$ cat config.mk
export PLATFORM = sky130hd
export DESIGN_NAME = sort_stat_accum
export DESIGN_NICKNAME = d
export VERILOG_FILES = /design/src/rtl/sort_pkg.sv /design/src/rtl/sort_stat_accum.sv
export SDC_FILE = /design/constraint.sdc
export NUM_CORES = 1
export LEC_CHECK = 0
export ABC_CLOCK_PERIOD_IN_PS = 3520
export BUFFER_PORTS_ARGS = -buffer_cell sky130_fd_sc_hd__buf_4
export CAP_MARGIN = 30
export CORE_MARGIN = 8
export CORE_UTILIZATION = 56
export DETAILED_ROUTE_END_ITERATION = 12
export PLACE_DENSITY = 0.78
export RECOVER_POWER = 25
export SYNTH_ARGS = -nofsm -noshare
export SYNTH_HDL_FRONTEND = slang
export SYNTH_SLANG_ARGS = --single-unit
export TNS_END_PERCENT = 1
$ cat constraint.sdc
create_clock -name clk -period 3.52 [get_ports clk]
set_input_delay 0.352 -clock clk [delete_from_list [all_inputs] [get_ports clk]]
set_output_delay 0.352 -clock clk [all_outputs]
set_load 0.02 [all_outputs]
$ cat src/rtl/sort_pkg.sv
// sort_pkg: shared definitions for the sort result checker slice.
//   DATA_W_DEF / CNT_W_DEF / SUM_W_DEF : default element, index and accumulator widths
//   sort_state_e                       : checker FSM state encoding
//   median_idx()                       : index of the lower median for a frame length
package sort_pkg;

  localparam int DATA_W_DEF = 32;
  localparam int CNT_W_DEF  = 32;
  localparam int SUM_W_DEF  = 64;

  typedef enum logic [1:0] {
    IDLE    = 2'd0,
    COLLECT = 2'd1,
    DONE    = 2'd2
  } sort_state_e;

  // Lower median of an n-element frame: floor((n-1)/2). Only called with n != 0.
  function automatic logic [63:0] median_idx(input logic [63:0] len);
    return (len - 64'd1) >> 1;
  endfunction

endpackage

$ cat src/rtl/sort_stat_accum.sv
// sort_stat_accum: per-frame datapath of the result checker.
//   clk, reset       : clock, synchronous active-low reset
//   accept           : an element is consumed this cycle
//   first            : the consumed element is element 0 of a new frame
//   idx              : index of the consumed element within its frame
//   in_data          : the consumed element
//   sum              : running unsigned sum of the frame
//   order_err        : some element exceeded its predecessor (sticky per frame)
//   err_index        : index of the first violating element, 0 if none
module sort_stat_accum
  import sort_pkg::*;
#(
  parameter int DATA_W = DATA_W_DEF,
  parameter int CNT_W  = CNT_W_DEF,
  parameter int SUM_W  = SUM_W_DEF
) (
  input  logic              clk,
  input  logic              reset,
  input  logic              accept,
  input  logic              first,
  input  logic [CNT_W-1:0]  idx,
  input  logic [DATA_W-1:0] in_data,
  output logic [SUM_W-1:0]  sum,
  output logic              order_err,
  output logic [CNT_W-1:0]  err_index
);

  logic [DATA_W-1:0] prev;

  // NOTE: sequential state uses non-blocking assignments so every register
  // samples its inputs from the same edge, independent of statement order.
  always_ff @(posedge clk) begin
    // NOTE: reset is synchronous and active-low, so it only acts on a clock edge.
    if (!reset) begin
      prev      <= '0;
      sum       <= '0;
      order_err <= 1'b0;
      err_index <= '0;
    end else if (accept) begin
      prev <= in_data;
      if (first) begin
        sum       <= SUM_W'(in_data);
        order_err <= 1'b0;
        err_index <= '0;
      end else begin
        sum <= sum + SUM_W'(in_data);
        // Only the first violation of a frame is recorded.
        if ((in_data > prev) && !order_err) begin
          order_err <= 1'b1;
          err_index <= idx;
        end
      end
    end
  end

endmodule

After elaboration in Yosys (flattened, before gate mapping). Index checks and enable logic that the tools add are counted.

$add $sub $neg: 1. $lt $le $gt $ge: 1. Multiplexer cells: 5. Reduce and logical (&&, ||, !) cells: 4.

Operators by type and width (number): $add 64x32->64 (1); $mux 32 (2); $mux 64 (1); $gt 32x32->1 (1); $mux 1 (2); $reduce_and 2->1 (1); $reduce_bool 2->1 (1); $logic_and 1x1->1 (1); $logic_not 1->1 (1).

Register bits: 129. Word-level logic and storage cells: 15.

Depth between registers and ports, before layout. Gate-level depths: netlist of run 1.

Depth after elaboration: 4. Depth in mapped cells: 11. Mapped depth without buffers: 10.

Worst setup path before layout of run 1. Ideal clock, no wire load.

Kind: register to register. From: reg sum[0]. To: reg sum[24]. Data arrival time: 2.727 ns. Setup slack: 0.702 ns. Cell stages (with the launch flop): 11. Buffers on the path: 0. Clock period less this slack: 2.818 ns. Path through: dfxtp_1 > ha_1 > fa_1 > a21o_1 > a221oi_2 > o21ai_1 > a31o_2 > a311oi_1 > o21ai_1 > mux2i_1 > a311oi_1.

Word-level cells in the longest chain between the ends: 2.

RTL lines: from (decl) (line sort_stat_accum.sv:23) `output logic [SUM_W-1:0] sum,`; from (signal assigned) (line sort_stat_accum.sv:42) `sum <= SUM_W'(in_data);`; from (signal assigned) (line sort_stat_accum.sv:46) `sum <= sum + SUM_W'(in_data);`; $add 64x32->64 (line sort_stat_accum.sv:46); $mux 64 (line sort_stat_accum.sv:41) `if (first) begin`.

Every way passes these cells. A chain may end at the register's enable or synchronous reset.

Worst setup path in the final report of run 1. Same ends and word-level chain as after synthesis.

==> results of run 1 <==
## report_power, final
group / internal, W / total [W] / switching [W]
clock: 0.00107 / 0.00179 / 0.000716
sequential: 0.00153 / 0.00159 / 0.0000537
combinational: 0.000416 / 0.000974 / 0.000558
## cells in the final DEF, fill, tap and decap left out, drive strengths merged, types with 3 or more instances in the layout
| master | synthesis | final |
|---|---|---|
| or3 | 6 | 6 |
| a31oi | 6 | 6 |
| nor4 | 3 | 3 |
| and4 | 5 | 5 |
| a221oi | 4 | 4 |
| clkinv | 0 | 6 |
| nor3 | 7 | 7 |
| and2 | 8 | 8 |
| ha | 64 | 64 |
| nor3b | 3 | 3 |
| and3 | 16 | 16 |
| a31o | 9 | 9 |
| o31a | 3 | 3 |
| nand2b | 8 | 8 |
| nor2 | 81 | 81 |
| a211oi | 6 | 6 |
| o211ai | 25 | 25 |
| nand2 | 131 | 131 |
| clkinvlp | 0 | 3 |
| a311oi | 3 | 3 |
| clkbuf | 41 | 42 |
| nand4 | 25 | 25 |
| or4 | 3 | 3 |
| nand3 | 11 | 11 |
| xor2 | 11 | 11 |
| dfxtp | 129 | 129 |
| nor2b | 4 | 4 |
| a21o | 30 | 30 |
| buf | 11 | 150 |
| o21bai | 6 | 6 |
| xnor2 | 21 | 21 |
| o221ai | 3 | 3 |
| a21oi | 71 | 71 |
| mux2i | 84 | 84 |
| o21a | 10 | 10 |
| o21ai | 49 | 49 |
| inv | 43 | 46 |
## worst min-delay path by stage
stage / slack [ns] / cells after the start / endpoint / start
2_1_floorplan: 0.46 / 2 / prev[10]$_SDFFE_PN0P_ / prev[10]$_SDFFE_PN0P_
3_3_place_gp: 0.44 / 2 / err_index[6]$_SDFFE_PN0P_ / err_index[6]$_SDFFE_PN0P_
3_5_place_dp: 0.45 / 2 / err_index[24]$_SDFFE_PN0P_ / err_index[24]$_SDFFE_PN0P_
4_1_cts: 0.17 / 3 / err_index[28]$_SDFFE_PN0P_ / idx[28]
5_1_grt: 0.17 / 3 / err_index[28]$_SDFFE_PN0P_ / idx[28]
6_report: 0.18 / 3 / err_index[28]$_SDFFE_PN0P_ / idx[28]
## cells by family after synthesis
| logic type | synth area share (%) |
|---|---|
| muxes | 10.6 |
| and+or+nand+nor | 18.5 |
| buffers and inverters | 4.70 |
| DFF | 32.6 |
| adders and majority gates | 10.3 |
| xor gates and xnor gates | 3.53 |
| AOI/OAI and AO/OA | 19.8 |
## registers in the layout, indices dropped and copies added (netlist names)
name / cells
sum: 64
err_index: 32
prev: 32
order_err: 1
## synthesized netlist by cell type (3+ instances only)
master	instances	area [sq um]
buf_1	3	11.3
and2_1	8	50.1
nand4_1	25	156
dfxtp_1	129	2580
a211oi_1	6	45.0
ha_1	64	801
a311oi_1	3	26.3
o31a_1	3	26.3
a31o_2	9	78.8
nand3_1	11	55.1
a31oi_1	6	37.5
or3_1	6	37.5
xnor2_1	21	184
a21oi_1	69	345
and3_1	16	100
o21ai_1	4	20.0
o21bai_1	6	45.0
nor2_1	80	300
nor2b_1	4	25.0
a221oi_1	3	26.3
inv_1	43	161
a21o_1	30	225
nor3b_1	3	22.5
and4_1	5	43.8
nand2_1	131	492
o21ai_0	45	225
nand2b_1	8	50.1
o21a_1	10	75.1
or4_1	3	22.5
xor2_1	11	96.3
mux2i_1	84	841
buf_2	7	35.0
o211ai_1	25	188
nor3_1	7	35.0
clkbuf_1	41	154
o221ai_1	3	26.3
## tightest hold or removal path, cell delays in order
cell and delay, ns:
buf_4 0.11, nand2_1 0.04, mux2i_1 0.05
## through the flow
step	setup WS (ns)	area, sq um	std cells	utilization, %
after floorplan	0.702	7930	960	-
after global placement	0.358	9280	1262	66.8
after detailed placement	0.268	9280	1262	66.8
after CTS	0.424	9870	1294	71.1
after global routing	0.179	9780	1294	70.5
final	0.373	9780	1294	70.5
## routing by layer
metal  wire, um  up-vias  track usage, %
li1           -     3714               -
met5          0        -               0
met4        284        0            8.57
met2      10000      227            36.9
met1       9810     3503            29.8
met3       1460       23            5.24
## area by class of cell
type	count	share of cell area (%)
Clock buffer	18	4.49
Clock inverter	14	1.60
Inverter	43	1.65
Multi-Input combinational cell	736	51.1
Sequential cell	129	26.4
Tap cell	180	2.30
Timing Repair Buffer	174	12.4
==> results.md, run 1 <==
* Vias at 7467
* Slowest CP cell: a311oi_1
* Slew headroom at -54.6%
* # Post-CTS Setup Buffers at 0
* CTS root buf: clkbuf_16
* Num rows at 43
* Top delay family on crit path: compound AO/OA/AOI/OAI gates
* Worst Setup SP: sum[0]$_SDFFE_PN0P_
* Critical path cell sequence: ha_1 > fa_1 > a21o_1 > a221oi_2 > o21ai_1 > a31o_2 > a311oi_1 > o21ai_1 > mux2i_1 > a311oi_1
* Clock slew at reported path FFs at 0.06 ns
* R2r endpoint: sum[24]$_SDFFE_PN0P_
* Synthesis Warnings at 0
* Critical path startpoint category: register
* Crit path depth at 10
* Die area at 0.0182 sq mm
* CTS Buf Count at 17
* Worst Skew at 0.00818 ns
* Worst ir drop on vdd at 325 uV
* Delay of the slowest critical-path stage at 0.46 ns
* Vias in the first global route at 7048
* Netlist cell types at 61
* Area occupied by multi-input gates at 0.00500 sq mm
* Sequential share of the synthesized area at 32.6%
* Hold WC Path Type: primary input to register
* Syn Area/Cell at 8.26 sq um
* Starting Density at 57.1%
* Remaining global-route overflow at 0
* RSZ-0062 raised after global routing: no
* Antenna Violating Nets Remaining at 0
* Die extent in x at 135 um
* Drt wl/cell at 16.7 um
* Routed wire length at 21600 um
* # diodes at 0
* Fill count at 1178
* CP bufs+invs at 0
* Outcome: finished with violations
* Placer Congestion at 0.875
* Post-cts resize count at 0
* Post-DP HPWL at 15600 um
* Violation count after the first detailed-routing iteration at 492
* Max cap viols at 1
* Final period util at 89.4%
* Endpoints failing hold at 0
* R2R Setup Slk at 0.37 ns
* Die Y-Extent at 135 um
* Vias per inst at 5.77
* Clock Latency Late Sink at 0.42 ns
* Gr usage total at 23.1%
* Final min period at 3.15 ns
* FF-to-FF Start: sum[0]$_SDFFE_PN0P_
* CP Capture Point: sum[24]$_SDFFE_PN0P_
* CTS max path bufs at 2
* CTS tree: done
* Worst slew pin tran at 2.32 ns
* Final setup viols at 0
* # port buffers at 164
* Nets@finish at 1234
* Max Clk Rate at 318 MHz
* Sum of negative setup slack at 0 ns
* Clk sink count at 129
* Critical path arrival at 3.48 ns
* Crit Path Class: register to register
* First-pass GRT wire length at 34800 um
* Cells after synthesis at 960
* Static Leak at 4.36 nW
* IO Pins at 165
* Sequential cell area at 0.00258 sq mm
* Max H-tree Level at 4
* Post-synth top flop: dfxtp_1
* Max FO, Critical Path at 5
* Final hold slack at 0.179 ns
* Fraction of layout cells with a size suffix above 1 at 18.2%
* PwrDens at 444 mW/mm^2
* Failing checks: capacitance limit, slew limit
* Asr flop ratio synth at 0%
* DR pass1 iterations at 5
* Yosys reg bits at 129
* Pin count of the biggest net entering global routing at 62
* Initial antenna violation count at 0
* Remaining DRCs at 0
* R2R cell count at 10
* Area Growth Syn to Fin at 23.3%
* Post-synthesis instance area at 0.00793 sq mm
* Core area at 0.0139 sq mm
* Nature of the critical path endpoint: register
* Critical Path RT at 3.85 ns
* Post-synth EDFFs at 0
* Final slew viol count at 47
* Hold-fix buffers at CTS at 0
* Post-synth net total at 1093
* Power Total at 0.00435 W
Note: power is estimated with default switching activity, not from simulation.
==> inputs of run 2 (changes only) <==
Settings changed: SETUP_SLACK_MARGIN set to 0.5.
==> run 2 against run 1 <==
  * The flow still finishes with violations (capacitance limit, slew limit)
  * Clock-buffer cell count unchanged
  * Final cell count unchanged
  * Sequential share of layout area about the same
  * Utilization increased by 0.072 points
  * Maximum frequency increased by 3.7%
  * Total power about the same
  * Routed wire length decreased by 0.43%
  * Combinational power about the same
  * Register-to-register slack improved by 0.11 ns
  * Die area unchanged
  * Flip-flop and latch count unchanged
  * First-iteration DRC count decreased by 8.5%
==> results.md, run 2 (synthesized netlist as in run 1, its figures left out) <==
* CP bufs+invs at 0
* CTS Buf Count at 17
* Nature of the critical path endpoint: register
* Violation count after the first detailed-routing iteration at 450
* Endpoints failing hold at 0
* Final period util at 86.2%
* Failing checks: capacitance limit, slew limit
* Worst slack at placement at 0.268 ns
* Sum of negative setup slack at 0 ns
* Util after Layout at 70.5%
* Antenna Violating Nets Remaining at 0
* Met1 GRT Util at 29.7%
* DR pass1 iterations at 5
* Outcome: finished with violations
* Slew headroom at -54.7%
* Critical Path RT at 3.85 ns
* Delay of the slowest critical-path stage at 0.43 ns
* Max FO, Critical Path at 5
* Largest Register: sum
* CTS max path bufs at 2
* First-pass GRT wire length at 34800 um
* Pin count of the biggest net entering global routing at 62
* M2 GR Usage at 36.9%
* Vias per inst at 5.77
* # diodes at 0
* Worst Skew at 0.00800 ns
* Final slew viol count at 47
* Nets@finish at 1234
* Max Clk Rate at 330 MHz
* Largest regs: sum x64, err_index x32, prev x32
* Clk sink count at 129
* IO Pins at 165
* GR peak layer: met2
* Routed wire length at 21500 um
* Area Growth Syn to Fin at 23.5%
* Slowest CP cell: a221oi_2
* Num rows at 43
* Max FFs per register at 64
* Most common cell after layout, fill and taps aside: buf_4
* Final setup viols at 0
* Placer Congestion at 0.875
* Fraction of layout cells with a size suffix above 1 at 18.4%
* Critical path cell sequence: ha_1 > fa_1 > a21o_1 > a221oi_2 > o21ai_1 > a31o_2 > a311oi_2 > o21ai_1 > mux2i_1 > a311oi_1
* Drt wl/cell at 16.6 um
* CTS tree: done
* Max H-tree Level at 4
* Remaining global-route overflow at 0
* Top delay family on crit path: compound AO/OA/AOI/OAI gates
* Static Leak at 4.36 nW
* Critical path startpoint category: register
* Worst ir drop on vdd at 323 uV
* Crit Path Class: register to register
* Die area at 0.0182 sq mm
* Vias in the first global route at 7047
* Area after DPL at 0.00928 sq mm
* PnR worst setup slack at 0.487 ns
* PwrDens at 444 mW/mm^2
* Die Y-Extent at 135 um
* CTS root buf: clkbuf_16
* RSZ-0062 raised after global routing: yes
* Clock slew at reported path FFs at 0.06 ns
* Core area at 0.0139 sq mm
* Max cap viols at 1
* Initial antenna violation count at 0
* Remaining DRCs at 0
* Final min period at 3.03 ns
* Met3 GRT Util at 5.24%
* Vias at 7461
* Critical path arrival at 3.36 ns
* Hold WC Path Type: primary input to register
* Gr usage total at 23.1%
* # port buffers at 164
* Clock Latency Late Sink at 0.42 ns
* Worst slew pin tran at 2.32 ns
* Design Area, Final at 0.00979 sq mm
* Most frequent cells in the layout: buf_4, nand2_1, dfxtp_1
* Die extent in x at 135 um
* Starting Density at 57.1%
* Top cell by count, worst path: o21ai_1
* Post-DP HPWL at 15600 um
[run 2: final timing paths]
kind	start	to	slack (ns)	cells after the start
setup / recovery	sum[0]$_SDFFE_PN0P_	sum[24]$_SDFFE_PN0P_	0.49	10
hold reg to reg	err_index[20]$_SDFFE_PN0P_	err_index[20]$_SDFFE_PN0P_	0.46	2
hold / removal	idx[28]	err_index[28]$_SDFFE_PN0P_	0.18	3
setup reg to reg	sum[0]$_SDFFE_PN0P_	sum[24]$_SDFFE_PN0P_	0.49	10
[run 2: area by class of cell]
type                       count  area [sq um]
timing repair buffer         174          1220
tap                          180           225
multi-input combinational    736          5010
sequential                   129          2580
inverter                      43           161
fill                        1176          4090
clock inverter                14           156
clock buffer                  18           439
[run 2: per-layer routing]
metal / up-vias / share of wire (%)
li1: 3720 / -
met1: 3499 / 45
met3: 25 / 7.0
met5: - / 0
met4: 0 / 1.3
met2: 217 / 47
[run 2: worst min-delay path, cell delays in order]
cell	delay [ns]
buf_4	0.11
nand2_1	0.04
mux2i_1	0.05
[run 2: repair_timing]
action,CTS,global route
gates cloned,0,0
gates resized for setup,1,1
setup endpoints to repair,1,23
pin swaps,0,0
setup buffers,0,0
hold buffers,0,0
[run 2: report_power, final]
part	total, W	leakage, nW	switching [W]	internal (W)
Sequential	0.00159	1.06	0.0000535	0.00153
Combinational	0.000975	3.02	0.000557	0.000417
Clock	0.00179	0.285	0.000714	0.00107
Total	0.00435	4.36	0.00132	0.00302
[run 2: per-stage QoR]
| step | hold slack (ns) | total power (W) | instances |
|---|---|---|---|
| floorplan | 0.460 | 0.00227 | 960 |
| global placement | 0.443 | 0.00257 | 1262 |
| detailed placement | 0.446 | 0.00258 | 1262 |
| CTS | 0.169 | 0.00437 | 1294 |
| global route | 0.168 | 0.00454 | 1294 |
| finish | 0.181 | 0.00435 | 1294 |
